**config.mk**
```make
export PLATFORM = sky130hd
export DESIGN_NAME = uart_program_loader
export DESIGN_NICKNAME = d
export VERILOG_FILES = /design/src/rtl/loader_pkg.sv /design/src/rtl/byte_packer.sv /design/src/rtl/uart_program_loader.sv
export SDC_FILE = /design/constraint.sdc
export NUM_CORES = 1
export LEC_CHECK = 0
export CAP_MARGIN = 20
export CORE_AREA = 2 2 104 146
export DETAILED_ROUTE_END_ITERATION = 8
export DIE_AREA = 0 0 106 148
export GPL_TIMING_DRIVEN = 0
export PLACE_DENSITY_LB_ADDON = 0.15
export SLEW_MARGIN = 20
export SYNTH_ARGS = -nofsm -noshare
export SYNTH_HDL_FRONTEND = slang
export SYNTH_SLANG_ARGS = --single-unit
```
**constraint.sdc**
```tcl
create_clock -name clk_i -period 2.4 [get_ports clk_i]
set_clock_uncertainty 0.1 [all_clocks]
set_input_delay 0.48 -clock clk_i [delete_from_list [all_inputs] [get_ports clk_i]]
set_output_delay 0.48 -clock clk_i [all_outputs]
set_load 0.01 [all_outputs]
```
**src/rtl/loader_pkg.sv**
```systemverilog
// Shared types and constants for the UART program loader.
// The header and data words both use the same 4-byte packing.
package loader_pkg;

  typedef enum logic [2:0] {
    StIdle,
    StHdr,
    StData,
    StWr,
    StFin,
    StErr
  } state_e;

  localparam int unsigned HDR_BYTES  = 4;
  localparam int unsigned WORD_BYTES = 4;
  localparam int unsigned BYTE_CNT_W = $clog2(HDR_BYTES);

endpackage

```
**src/rtl/byte_packer.sv**
```systemverilog
// Shift-in register assembling little-endian bytes into a 32-bit word.
// Shared between header and data collection.
module byte_packer
  import loader_pkg::*;
(
  input  logic        clk_i,
  input  logic        rst_ni,
  input  logic        clr_i,
  input  logic        load_i,
  input  logic [7:0]  byte_i,
  output logic [31:0] word_o,
  output logic        last_o
);

  localparam logic [BYTE_CNT_W-1:0] CntOne  = BYTE_CNT_W'(1);
  localparam logic [BYTE_CNT_W-1:0] CntLast = BYTE_CNT_W'(WORD_BYTES - 1);

  logic [31:0]           word_q, word_d;
  logic [BYTE_CNT_W-1:0] cnt_q, cnt_d;

  always_comb begin
    word_d = word_q;
    cnt_d  = cnt_q;
    if (clr_i) begin
      word_d = '0;
      cnt_d  = '0;
    end else if (load_i) begin
      word_d = {byte_i, word_q[31:8]};
      cnt_d  = cnt_q + CntOne;
    end
  end

  always_ff @(posedge clk_i or negedge rst_ni) begin
    if (!rst_ni) begin
      word_q <= '0;
      cnt_q  <= '0;
    end else begin
      word_q <= word_d;
      cnt_q  <= cnt_d;
    end
  end

  // Complete word including the byte being loaded; meaningful when load_i && last_o.
  assign word_o = {byte_i, word_q[31:8]};
  assign last_o = (cnt_q == CntLast);

endmodule

```
**src/rtl/uart_program_loader.sv**
```systemverilog
// Drains the UART RX FIFO and writes a length-prefixed little-endian
// program image into instruction memory.
module uart_program_loader
  import loader_pkg::*;
#(
  parameter int unsigned ADDR_WIDTH = 14
) (
  input  logic                  clk_i,
  input  logic                  rst_ni,
  input  logic                  start_i,
  input  logic                  rx_empty_i,
  output logic                  rx_rdreq_o,
  input  logic [7:0]            rx_data_i,
  output logic                  mem_we_o,
  output logic [ADDR_WIDTH-1:0] mem_addr_o,
  output logic [31:0]           mem_wdata_o,
  output logic                  busy_o,
  output logic                  done_o,
  output logic                  err_o
);

  localparam logic [32:0]           Capacity = 33'(1) << ADDR_WIDTH;
  localparam logic [ADDR_WIDTH-1:0] AddrOne  = ADDR_WIDTH'(1);
  localparam logic [ADDR_WIDTH:0]   WcntOne  = (ADDR_WIDTH + 1)'(1);

  state_e                state_q, state_d;
  logic                  pend_q, pend_d;
  logic [31:0]           n_q, n_d;
  logic [31:0]           wdata_q, wdata_d;
  logic [ADDR_WIDTH-1:0] addr_q, addr_d;
  logic [ADDR_WIDTH:0]   wcnt_q, wcnt_d;

  logic        pk_clr;
  logic        pk_last;
  logic [31:0] pk_word;

  byte_packer u_byte_packer (
    .clk_i  (clk_i),
    .rst_ni (rst_ni),
    .clr_i  (pk_clr),
    .load_i (pend_q),
    .byte_i (rx_data_i),
    .word_o (pk_word),
    .last_o (pk_last)
  );

  always_comb begin
    state_d    = state_q;
    n_d        = n_q;
    wdata_d    = wdata_q;
    addr_d     = addr_q;
    wcnt_d     = wcnt_q;
    pk_clr     = 1'b0;
    rx_rdreq_o = 1'b0;
    mem_we_o   = 1'b0;
    busy_o     = 1'b0;
    done_o     = 1'b0;
    err_o      = 1'b0;

    unique case (state_q)
      StIdle: begin
        if (start_i) begin
          state_d = StHdr;
          pk_clr  = 1'b1;
          addr_d  = '0;
          wcnt_d  = '0;
        end
      end
      StHdr: begin
        busy_o     = 1'b1;
        rx_rdreq_o = !rx_empty_i && !pend_q;
        if (pend_q && pk_last) begin
          n_d = pk_word;
          // Full 32-bit compare so huge counts cannot alias into range.
          if (pk_word == '0) begin
            state_d = StFin;
          end else if ({1'b0, pk_word} > Capacity) begin
            state_d = StErr;
          end else begin
            state_d = StData;
          end
        end
      end
      StData: begin
        busy_o     = 1'b1;
        rx_rdreq_o = !rx_empty_i && !pend_q;
        if (pend_q && pk_last) begin
          wdata_d = pk_word;
          state_d = StWr;
        end
      end
      StWr: begin
        busy_o   = 1'b1;
        mem_we_o = 1'b1;
        addr_d   = addr_q + AddrOne;
        wcnt_d   = wcnt_q + WcntOne;
        if (32'(wcnt_d) == n_q) begin
          state_d = StFin;
        end else begin
          state_d = StData;
        end
      end
      StFin: begin
        done_o  = 1'b1;
        state_d = StIdle;
      end
      StErr: begin
        err_o   = 1'b1;
        state_d = StIdle;
      end
      default: state_d = StIdle;
    endcase

    pend_d = rx_rdreq_o;
  end

  always_ff @(posedge clk_i or negedge rst_ni) begin
    if (!rst_ni) begin
      state_q <= StIdle;
      pend_q  <= 1'b0;
      n_q     <= '0;
      wdata_q <= '0;
      addr_q  <= '0;
      wcnt_q  <= '0;
    end else begin
      state_q <= state_d;
      pend_q  <= pend_d;
      n_q     <= n_d;
      wdata_q <= wdata_d;
      addr_q  <= addr_d;
      wcnt_q  <= wcnt_d;
    end
  end

  assign mem_addr_o  = addr_q;
  assign mem_wdata_o = wdata_q;

endmodule

```
==> qor.txt <==
Outcome - completed
Worst setup EP type - flop
Max Cap Violations - 0
IO Count - 63
Pre-CTS setup slack - -0.735 ns
DRT Pass-1 Iters - 4
WP data arrival - 2.54 ns
Syn Area/Cell - 11.6 um^2
First-pass GRT wire length - 22300 um
Initial Util - 39.1%
Leak - 3.24 nW
Post-synth top cells - dfrtp_1 (123), mux2_2 (64), nor2_1 (54), mux2i_1 (32), o21ai_0 (27)
Syn nets - 499
Hold Violations, Final - 0
Htree depth - 4
# fillers - 1297
#FFs+latches synth - 123
Rows - 52
Clock group share of total power - 28.6%
Number of synthesized flops with an enable pin - 0
Sequential share of power - 43.4%
Mapped Cells - 484
Total gr overflow - 0
Min-Delay Path Depth - 1
Buffers on Ports - 62
Final Total Pwr - 8.29 mW
Final wirelength - 13400 um
Diode count - 0
Root Buffer - clkbuf_16
Minimum clock period - 2.36 ns
Fin. max-slew vios - 0
Netlist cell types - 52
Vias in the first global route - 4264
Syn. warnings - 0
Worst endpoint required time - 2.58 ns
TritonCTS buffer count - 17
Synth area leaders - dfrtp_1 (55%), mux2_2 (13%), mux2i_1 (5.7%)
CTS tree - done
Fin Setup TNS - 0 ns
Commonest register cell after synthesis - dfrtp_1
Asr flop ratio synth - 100%
DIE WIDTH - 106 um
GRT Overall Usage - 18.2%
Post-synthesis sequential area ratio - 54.7%
Hold Crit Class - flop to flop
Drt drc - 0
Slew @ Worst Pin - 0.822 ns
Clk sinks - 123
Area Overhead vs Synth - 28.7%
Int Pwr - 5.46 mW
Worst-path clk slew - 0.06 ns
Multi-input logic area - 2500 um^2
Die area - 15700 um^2
Register area - 3080 um^2
Startpoint types - flop
WL/cell - 17.3 um
Hold WS - 0.383 ns
Routed via count - 4055
Clock Path Buffers - 2
Clock latency on the worst-skew pair - 0.41 ns
Pin count of the biggest net entering global routing - 70
Peak supply drop - 0.000482 V
Antenna Nets Post-Route - 0
Fin crit share - 98.5%
Final number of setup-violating endpoints - 0
Count leader, synth - dfrtp_1
Layout cells sized above 1 - 23.3%
Cell Area, Synth - 5630 um^2
Kind of critical path - flop to flop
Area leader, netlist - dfrtp_1
Global placement routability congestion - 0.827
Vias per std cell - 5.25
RSZ-0062 raised after global routing - true
Switch share - 34.2%
Sw Pwr - 2.84 mW
Post-DP HPWL - 9460 um
Worst R2R Path Depth - 7
Slew HR - 45.2%
Crit Path Max Fanout - 2
Top cell type's share of synthesized area - 54.7%
Pwr Density - 1150 nW/um^2
Worst setup margin - 0.0363 ns
Die Ht - 148 um
FMAX - 0.423 GHz
Initial DRC Count - 174
Initial antenna violation count - 0
Comb power frac - 28.0%
Total core area - 14400 um^2
Layout Nets - 589
[logic make-up after synthesis]
group	Yosys count	synth area share (%)
compound gates	63	6.70
flops	123	54.7
fa+ha+maj	3	0.667
mux	96	18.5
simple gates	151	14.3
xor+xnor	19	2.96
buf+inv	29	2.20
[area by class of cell]
class | count | area share, %
multi-input cells | 332 | 34.5
well taps | 189 | 3.27
flip-flops and latches | 123 | 42.6
repair buffers | 72 | 9.87
plain buffers | 25 | 2.06
clock buffers | 19 | 6.26
clock inverters | 10 | 1.33
inverters | 3 | 0.156
[final timing paths]
path / slack [ns] / end / from
setup / recovery: 0.04 / state_q[1] / wcnt_q[0]
hold / removal: 0.38 / mem_addr_o[13] / mem_addr_o[13]
setup reg to reg: 0.04 / state_q[1] / wcnt_q[0]
hold reg to reg: 0.38 / mem_addr_o[13] / mem_addr_o[13]
max in group asynchronous: 0.95 / n_q[6] / rst_ni
min in group asynchronous: 0.51 / mem_addr_o[13] / rst_ni
[worst max-delay path, stage by stage, from the launching register on]
cell	delay (ns)
dfrtp_2	0.42
ha_4	0.25
xor2_1	0.17
or4_4	0.43
nor3_4	0.18
o2111ai_2	0.16
nor4bb_4	0.40
a211oi_2	0.11
[flip-flops by register name, summed over array words and instances (netlist names)]
name / count
u_byte_packer.word_q: 24
pend_q: 1
wcnt_q: 15
mem_wdata_o: 32
n_q: 32
state_q: 3
u_byte_packer.cnt_q: 2
mem_addr_o: 14
[metrics by stage]
stage          util [%]  instances  area [um^2]
4_1_cts            50.0        767         7190
5_1_grt            50.3        773         7240
3_5_place_dp       45.3        736         6510
2_1_floorplan         -        484         5630
6_report           50.3        773         7240
3_3_place_gp       45.1        735         6480
[metal layers]
| metal | up-vias | GRT usage (%) | share of wire [%] |
|---|---|---|---|
| met5 | - | 0 | 0 |
| li1 | 1936 | - | - |
| met3 | 17 | 3.79 | 2.3 |
| met4 | 0 | 6.05 | 1.5 |
| met1 | 2050 | 21.2 | 42 |
| met2 | 52 | 33.2 | 54 |
[power by group through the flow]
| stage | Sequential [mW] | Combinational [mW] | Clock, mW |
|---|---|---|---|
| floorplan | 3.36 | 1.54 | 0 |
| global placement | 3.60 | 2.13 | 0 |
| detailed placement | 3.63 | 2.20 | 0 |
| CTS | 3.59 | 2.33 | 2.41 |
| global route | 3.70 | 2.58 | 2.50 |
| finish | 3.60 | 2.32 | 2.37 |
[repair_timing]
item                                    CTS  global route
pin swaps                                 5             6
hold buffers                              1             0
cloned                                    0             0
gates resized for setup                  28             6
setup buffers                             2             6
endpoints found under the setup margin   45            23
endpoints found under the hold margin    54             0
[cells in the final DEF (no fill, tap or decap), types with 5 or more instances in the layout]
cell type	instances
dfrtp_1	121
mux2_2	64
clkdlybuf4s50_1	59
nor2_1	53
mux2i_1	32
o21ai_0	27
nand2_1	21
clkbuf_16	17
nand3_1	12
nand4_1	12
clkbuf_1	10
xor2_1	10
nor4_1	10
buf_4	9
xnor2_1	9
buf_2	8
o31ai_1	8
o21ai_1	8
and3_1	7
buf_6	5
a21oi_1	5
Power figures use the tool's default switching activity.
==> RTL change: new RTL, same settings <==
Change the parameter `ADDR_WIDTH` from 14 to 12.
--- a/src/rtl/uart_program_loader.sv
+++ b/src/rtl/uart_program_loader.sv
@@ -4,5 +4,5 @@
   import loader_pkg::*;
 #(
-  parameter int unsigned ADDR_WIDTH = 14
+  parameter int unsigned ADDR_WIDTH = 12
 ) (
   input  logic                  clk_i,
Interface: changed (resized mem_addr_o); port bits go from 63 to 61. The function was not compared with the original's and may differ.
==> RTL change against the unedited design <==
  * Clock power is 6% higher
  * Global-route usage is 0.93 points lower
  * Sequential cell count is 4 lower
  * Setup slack better by 0.048 ns
  * Utilization is 1.9 points lower
  * Final area is 3.8% lower
  * Maximum frequency is 2.1% higher
  * Final cell count is 4.8% lower
  * Combinational power is 28% higher
  * Synthesized area is 4.9% lower
  * Synthesized cell count is 7.0% lower
  * Power is 5.1% higher
  * Wire length is 4.9% lower
  * Critical path type is now reg -> out
  * Largest power group unchanged
==> RTL change: results (changes against the unedited design) <==
* Met2 Use GR at 0.302 (was 0.332)
* Initial DRC count at 147 (was 174)
* Pin count of the biggest net entering global routing at 66 (was 70)
* Register-to-Register Path Depth at 4 (was 7)
* Crit path max-delay family: buffers and inverters (was simple AND/OR/NAND/NOR gates)
* Post-Synth Adder-Cell Area at 0.00702 (was 0.00667)
* Post-synthesis compound-gate area fraction at 0.0657 (was 0.0669)
* Post-DP HPWL at 9050 µm (was 9460 µm)
* Worst-path maximum fanout at 8 (was 2)
* Slew HR at 0.462 (was 0.452)
* Hold Crit Start: mem_wdata_o[18]$_DFFE_PN0P_ (was mem_addr_o[13]$_DFFE_PN0P_)
* Post-Place Setup Slack at -0.484 ns (was -0.735 ns)
* Met2 WL at 6820 µm (was 7260 µm)
* Fill cell count at 1299 (was 1297)
* Worst R2R Start: state_q[2]$_DFFE_PN0P_ (was wcnt_q[0]$_DFFE_PN0P_)
* Lkg Pwr at 0.00305 µW (was 0.00324 µW)
* Hold path endpoint: mem_wdata_o[18]$_DFFE_PN0P_ (was mem_addr_o[13]$_DFFE_PN0P_)
* Combinational Power Share at 0.340 (was 0.280)
* P_int at 5820 µW (was 5460 µW)
* Layout cells sized above 1 at 0.250 (was 0.233)
* Arrival time at the worst endpoint at 1.74 ns (was 2.54 ns)
* Ys Warns at 0 (unchanged)
* XOR/XNOR Fraction of Synth Area at 0.0295 (was 0.0296)
* Library cells used by synthesis at 51 (was 52)
* CP max-delay cell: clkdlybuf4s50_1 (was or4_4)
* Max rail drop VDD at 0.000578 V (was 0.000482 V)
* Routability cong. at 0.851 (was 0.827)
* WHS at 0.390 ns (was 0.383 ns)
* Largest cells by area after synthesis: dfrtp_1 (56%), mux2_2 (13%), mux2i_1 (4.9%) (was dfrtp_1 (55%), mux2_2 (13%), mux2i_1 (5.7%))
* Outcome: finished, final reports clean (unchanged)
* WL met1 at 5230 µm (was 5610 µm)
* Vias in the first global route at 3960 (was 4264)
* CTS Buf Count at 17 (unchanged)
* Met1 Usage GRT at 0.205 (was 0.212)
* PD cells at 1250 nW/µm² (was 1150 nW/µm²)
* FF-to-FF setup slack at 0.11 ns (was 0.04 ns)
* Post-Syn Nets at 465 (was 499)
* First-pass GRT wire length at 21200 µm (was 22300 µm)
* Nets at 549 (was 589)
* Shortest period the worst path allows at 2.32 ns (was 2.36 ns)
* Input/output buffers at 60 (was 62)
* Sequential area share after synthesis at 0.557 (was 0.547)
* Post-synthesis mux area share at 0.183 (was 0.185)
* Clk pwr share at 0.288 (was 0.286)
* Tot GR Track Use at 0.173 (was 0.182)
* Critical Path Max Stage Delay at 0.53 ns (was 0.43 ns)
* Routed vias at 3781 (was 4055)
* Top post-synthesis cells by count: dfrtp_1 (119), mux2_2 (60), nor2_1 (42), o21ai_0 (32), mux2i_1 (26) (was dfrtp_1 (123), mux2_2 (64), nor2_1 (54), mux2i_1 (32), o21ai_0 (27))
* Final WL at 12700 µm (was 13400 µm)
## RTL change: changes by cell type after synthesis, moves of 4 or more
cell	delta
dfrtp_1	-4
mux2_1	+4
mux2_2	-4
mux2i_1	-6
nand3_1	+4
nand4_1	-5
nor2_1	-12
o21ai_0	+5
o21ai_1	-8
o31ai_1	-4
## RTL change: through the flow
step / instances / instance area [µm²]
finish: 736 / 6960
global route: 736 / 6960
CTS: 735 / 6900
detailed placement: 700 / 6210
global placement: 699 / 6190
floorplan: 450 / 5350
## RTL change: timing repair
| item | 4_1_cts | 5_1_grt |
|---|---|---|
| hold buffers | 1 | 0 |
| setup endpoints to repair | 86 | 29 |
| gates resized for setup | 24 | 14 |
| pin swaps | 3 | 2 |
| setup buffers | 2 | 2 |
| endpoints found under the hold margin | 54 | 0 |
## RTL change: layout make-up
type / count / area [µm²] / share of cell area
sequential: 119 / 2980 / 0.428
timing repair buffer: 66 / 672 / 0.0965
clock buffer: 21 / 470 / 0.0676
clock inverter: 11 / 123 / 0.0176
multi-input combinational: 305 / 2340 / 0.336
buffer: 22 / 134 / 0.0192
tap: 189 / 236 / 0.0340
inverter: 3 / 11.3 / 0.00162
## RTL change: worst max-delay path by stage
stage / end / from / cells past startpoint
after floorplan: state_q[1]$_DFFE_PN0P_ / wcnt_q[0]$_DFFE_PN0P_ / 7
final: err_o / state_q[1]$_DFFE_PN0P_ / 4
after CTS: err_o / state_q[0]$_DFFE_PN0P_ / 4
after global routing: mem_wdata_o[15]$_DFFE_PN0P_ / state_q[2]$_DFFE_PN0P_ / 4
after global placement: mem_wdata_o[18]$_DFFE_PN0P_ / rst_ni / 1
after detailed placement: wcnt_q[3]$_DFFE_PN0P_ / start_i / 6
